<file path="config.mk">
export PLATFORM = sky130hd
export DESIGN_NAME = wb_mem_arbiter
export DESIGN_NICKNAME = d
export VERILOG_FILES = /design/src/rtl/wb_arb_pkg.sv /design/src/rtl/wb_arb_rr2.sv /design/src/rtl/wb_mem_arbiter.sv
export SDC_FILE = /design/constraint.sdc
export NUM_CORES = 1
export LEC_CHECK = 0
export BUFFER_PORTS_ARGS = -buffer_cell sky130_fd_sc_hd__buf_4
export CAP_MARGIN = 30
export CORE_AREA = 4 4 89 91
export CTS_BUF_LIST = sky130_fd_sc_hd__clkbuf_8
export DETAILED_ROUTE_END_ITERATION = 7
export DIE_AREA = 0 0 93 95
export PLACE_DENSITY = 0.68
export SETUP_SLACK_MARGIN = 0.5
export SYNTH_ARGS = -nofsm -noshare
export SYNTH_HDL_FRONTEND = slang
export SYNTH_HIERARCHICAL = 1
export SYNTH_SLANG_ARGS = --single-unit
</file>
<file path="constraint.sdc">
create_clock -name clk -period 1.6 [get_ports clk]
set_clock_uncertainty 0.05 [all_clocks]
set_input_delay 0.32 -clock clk [delete_from_list [all_inputs] [get_ports clk]]
set_output_delay 0.32 -clock clk [all_outputs]
set_load 0.1 [all_outputs]
</file>
<file path="src/rtl/wb_arb_pkg.sv">
// Shared types and constants for the two-master Wishbone memory arbiter.
package wb_arb_pkg;

  typedef enum logic [1:0] {
    IDLE  = 2'd0,
    ISSUE = 2'd1,
    WAIT  = 2'd2
  } arb_state_t;

  localparam logic [1:0]  W8  = 2'd0;
  localparam logic [1:0]  W16 = 2'd1;
  localparam logic [1:0]  W32 = 2'd2;

  localparam logic [31:0] TIMEOUT_DATA = 32'hDEADBEEF;

endpackage

</file>
<file path="src/rtl/wb_arb_rr2.sv">
// Two-input round-robin picker: on a tie the master that did not win last time is chosen.
module wb_arb_rr2 (
  input  logic [1:0] req,
  input  logic       last_grant,
  output logic       grant,
  output logic       any
);

  assign any   = |req;
  assign grant = (&req) ? ~last_grant : req[1];

endmodule

</file>
<file path="src/rtl/wb_mem_arbiter.sv">
// Round-robin Wishbone classic arbiter sharing one memory slave between two masters.
// Optional WAIT timeout with error completion is enabled by defining WB_ARB_TIMEOUT_EN.
module wb_mem_arbiter
  import wb_arb_pkg::*;
#(
  parameter int AW             = 6,
  parameter int TIMEOUT_CYCLES = 15
) (
  input  logic          clk,
  input  logic          reset,
  input  logic          m0_cyc,
  input  logic          m1_cyc,
  input  logic          m0_stb,
  input  logic          m1_stb,
  input  logic          m0_we,
  input  logic          m1_we,
  input  logic [1:0]    m0_width,
  input  logic [1:0]    m1_width,
  input  logic [AW-1:0] m0_addr,
  input  logic [AW-1:0] m1_addr,
  input  logic [31:0]   m0_wdata,
  input  logic [31:0]   m1_wdata,
  output logic [31:0]   m0_rdata,
  output logic [31:0]   m1_rdata,
  output logic          m0_ack,
  output logic          m1_ack,
  output logic          m0_err,
  output logic          m1_err,
  output logic          m0_stl,
  output logic          m1_stl,
  output logic          s_cyc,
  output logic          s_stb,
  output logic          s_we,
  output logic [1:0]    s_width,
  output logic [AW-1:0] s_addr,
  output logic [31:0]   s_wdata,
  input  logic [31:0]   s_rdata,
  input  logic          s_ack,
  input  logic          s_stl,
  output arb_state_t    dbg_state
);

  // Handshake: a master request is cyc&stb held until its ack/err pulse; the slave
  // takes the strobe in the ISSUE cycle where s_stl=0 and completes with s_ack in WAIT.

  // The wait counter below is 8 bits wide.
  if (TIMEOUT_CYCLES < 1 || TIMEOUT_CYCLES > 255) begin : g_bad_cfg
    $error("wb_mem_arbiter: TIMEOUT_CYCLES must be in 1..255");
  end

  arb_state_t  state, state_nxt;
  logic        grant, last_grant, pick, any;
  logic [1:0]  req;
  logic        ack_in, active, fin_ack, timeout;
  logic [31:0] rdata_sel;

  assign req = {m1_cyc & m1_stb, m0_cyc & m0_stb};

  // Only a solid 1 completes a transfer; floating or unknown ack reads as 0.
  assign ack_in = (s_ack === 1'b1);

  wb_arb_rr2 u_rr (
    .req        (req),
    .last_grant (last_grant),
    .grant      (pick),
    .any        (any)
  );

`ifdef WB_ARB_TIMEOUT_EN
  logic [7:0] wait_cnt;

  assign timeout = (state == WAIT) && !ack_in && (wait_cnt == 8'(TIMEOUT_CYCLES));

  // Held at zero during ISSUE so each WAIT phase starts counting from 0.
  always_ff @(posedge clk) begin
    if (reset || state != WAIT) wait_cnt <= '0;
    else                        wait_cnt <= wait_cnt + 8'd1;
  end
`else
  assign timeout = 1'b0;
`endif

  always_ff @(posedge clk) begin
    if (reset) begin
      state      <= IDLE;
      grant      <= 1'b0;
      last_grant <= 1'b1;
    end else begin
      state <= state_nxt;
      if (state == IDLE && any) begin
        grant      <= pick;
        last_grant <= pick;
      end
    end
  end

  always_comb begin
    state_nxt = state;
    s_cyc     = 1'b0;
    s_stb     = 1'b0;
    case (state)
      IDLE:  if (any) state_nxt = ISSUE;
      ISSUE: begin
        s_cyc = 1'b1;
        s_stb = 1'b1;
        if (!s_stl) state_nxt = WAIT;
      end
      WAIT: begin
        s_cyc = 1'b1;
        if (ack_in || timeout) state_nxt = IDLE;
      end
      default: state_nxt = IDLE;
    endcase
  end

  assign active    = (state == ISSUE) || (state == WAIT);
  assign fin_ack   = (state == WAIT) && ack_in;
  assign rdata_sel = timeout ? TIMEOUT_DATA : s_rdata;

  assign s_we    = active & (grant ? m1_we : m0_we);
  assign s_width = active ? (grant ? m1_width : m0_width) : 2'd0;
  assign s_addr  = active ? (grant ? m1_addr  : m0_addr)  : '0;
  assign s_wdata = active ? (grant ? m1_wdata : m0_wdata) : 32'd0;

  assign m0_rdata = (active && !grant) ? rdata_sel : 32'd0;
  assign m1_rdata = (active &&  grant) ? rdata_sel : 32'd0;

  // Completions are gated with the live request so a master that dropped stb sees nothing.
  assign m0_ack = fin_ack & ~grant & req[0];
  assign m1_ack = fin_ack &  grant & req[1];
  assign m0_err = timeout & ~grant & req[0];
  assign m1_err = timeout &  grant & req[1];

  assign m0_stl = !((state == ISSUE) && !grant && !s_stl);
  assign m1_stl = !((state == ISSUE) &&  grant && !s_stl);

  assign dbg_state = state;

endmodule

</file>
==> results.yml <==
floorplanning:
  die_w_um: 93
  die_h_um: 95
  floorplan.initialDensity_pct: 20.70
  row_count: 31
  core_area_mm2: 0.007137
  die_area_mm2: 0.008835
  top_level_ports: 237
worst_setup_path:
  critPathSlowestCell: "dfxtp_4"
  crit_chain: "inv_4 > ha_4 > nor2b_4 > buf_4 > buf_16 > and2_4 > buf_12"
  crit_type: "flop to output pin"
  reg2reg_depth: 8
  critPathLaunch: "dbg_state[0]"
  cp_num_cells: 7
  cp.arrival_ns: 1.68
  slowest_delay_ns: 0.36
  start_kind: "flop"
  crit_required_ns: 1.23
  rr_endpoint: "dbg_state[0]"
  setup.worst_path.end_class: "output pin"
  path_buf_inv: 4
  r2r_slack_ns: -0.17
  worst-path-max-fanout: 8
  worstSetupEndpoint: "m0_rdata[21]"
  crit-reg2reg-launch: "dbg_state[1]"
  critPathTopFamily: "buffers and inverters"
power_and_ir_drop:
  power.total_uw: 13810
  ir_worst_vdd_v: 0.001669
  p_per_area_mw_per_mm2: 2286
  power.leakage_uw: 0.002615
global_routing:
  grt_pass1_vias: 2872
  grt_max_degree: 25
  antenna_found_initial: 1
  grt_overflow: 0
  gr-usage-all-layers_pct: 23.52
  busiest_layer: "met2"
  grtUsageMet1_pct: 24.02
  globalRouteMet3Util_pct: 7.171
  use_met2_pct: 44.81
  grt_pass1_wl_um: 16100
sta:
  clock.fmax_ghz: 0.4886
  period_share_pct: 127.9
  min_period_ns: 2.047
  finalSetupViolations: 113
  hold_violations: 0
  rsz0062_at_grt: "true"
  finalWorstSetupSlack_ns: -0.4468
  drv_slew: 0
yosys:
  synth_top_flop_cell: "dfxtp_1"
  netlist_top_cells_area: "mux2i_1 (29%), nor2b_1 (18%), and2_1 (14%)"
  synth_warnings: 6
  yosysUniqueCellTypes: 23
  syn_avg_cell_area_um2: 7.208
  async_flop_share_pct: 0
  synth_edf_count: 0
  post-synth-top-area-cell: "mux2i_1"
  synth_cells: 205
  synth_most_common_cell: "mux2i_1"
  ys_ff_latch: 4
  syn_area_mm2: 0.001478
  netlist.area_leader.share_pct: 29.13
  yosysSeqAreaShare_pct: 5.419
  synth_common_cells: "mux2i_1 (43), nor2b_1 (42), and2_1 (34), and3_1 (32), clkbuf_1 (12)"
layout:
  num_antenna_cells: 0
  final_layout_size_suffix_gt1_share_pct: 87.23
  area_growth_pct: 308.9
  fin_nets: 598
  fin_util_pct: 84.66
  fill_cells: 366
  stdcell_count: 569
clock_tree:
  cts_made_buffers: 3
  clk_latency_ns: 0.22
  cts_tree: "built"
  clkTransAtPathRegs_ns: 0.04
  clock_sink_count: 4
  h-tree-depth: 1
  cts_buffer_depth: 2
  hold_buffers: 0
  root_buffer: "clkbuf_8"
run_status:
  violations: "negative setup slack"
  status: "finished with violations"
drt:
  drt_wl_total_um: 12190
  vias_per_cell: 4.724
  ant_nets: 0
  vias: 2688
  dr.pass1.iters: 6
  drc: 0
  wl_per_cell_um: 21.42
  drt_iter0_drc: 57
placed_design:
  dp_hpwl_um: 7051
  gp_congestion: 0.7560
  numPortBuffers: 234
  numPlacedInstances: 541
hold_path:
  min_path_type: "input pin to flop"
job:
  cap_viol_max_count: 0
-- final cells by class --
type                    instances  area, um^2  area share, %
flip-flops and latches          4       91.34          1.512
inverters                       4       20.02         0.3313
well taps                      99       123.9          2.050
multi-input cells             176        1938          32.08
repair buffers                282        3824          63.28
clock inverters                 1       3.754        0.06212
clock buffers                   3       41.29         0.6834
-- stage by stage --
step / setup TNS (ns) / hold slack, ns / area (um^2) / setup slack [ns]
global placement: -15.33 / 0.4015 / 4099 / -0.2120
finish: -41.79 / 0.2558 / 6042 / -0.4468
CTS: -34.04 / 0.2488 / 5758 / -0.4002
detailed placement: -17.32 / 0.4093 / 4099 / -0.2515
global route: -46.57 / 0.2554 / 6042 / -0.4934
floorplan: -72.86 / 0.3391 / 2128 / -0.7577
-- worst min-delay path by stage --
| stage | cells after the start | slack, ns | to | startpoint |
|---|---|---|---|---|
| 4_1_cts | 2 | 0.25 | grant | reset |
| 6_report | 2 | 0.26 | grant | reset |
| 2_1_floorplan | 1 | 0.34 | grant | reset |
| 3_5_place_dp | 2 | 0.41 | last_grant | last_grant |
| 5_1_grt | 2 | 0.26 | grant | reset |
| 3_3_place_gp | 2 | 0.40 | last_grant | last_grant |
-- sequential cells by signal (all words and copies together) (netlist names) --
name	count
last_grant	1
dbg_state	2
grant	1
-- cells by family after synthesis --
family | after synthesis | share of synthesized area, %
muxes | 43 | 29.13
DFF | 4 | 5.419
and+or+nand+nor | 122 | 51.31
buffers and inverters | 26 | 7.789
AOI/OAI and AO/OA | 4 | 1.863
other | 1 | 0.2538
adders and majority gates | 5 | 4.234
-- repair_timing --
action,CTS,global route
endpoints found under the setup margin,116,116
pin swaps,2,29
setup buffers,7,7
gates resized for setup,362,14
gates cloned,2,8
-- power by group --
| part | internal (uW) | total [uW] | switching [uW] | leakage [uW] |
|---|---|---|---|---|
| registers | 136 | 170 | 33.7 | 0.0000350 |
| clock network | 164 | 222 | 57.5 | 0.0000269 |
| logic | 5680 | 13400 | 7740 | 0.00255 |
| total | 5980 | 13800 | 7830 | 0.00261 |
-- cell usage in the layout, fill, tap and decap left out, types with 3 or more instances in the layout --
master / n
and2_4: 34
ha_4: 4
buf_4: 140
buf_12: 120
clkbuf_16: 6
mux2i_1: 41
nand2b_1: 4
clkbuf_8: 3
and3_4: 32
buf_6: 12
dfxtp_4: 3
nor2b_4: 42
-- routing by layer --
layer / routed length (um) / vias to the layer above
met5: 16 / -
met4: 390 / 2
met3: 1073 / 27
met2: 6621 / 174
met1: 4089 / 1268
li1: - / 1217
Note: power is estimated with default switching activity, not from simulation.
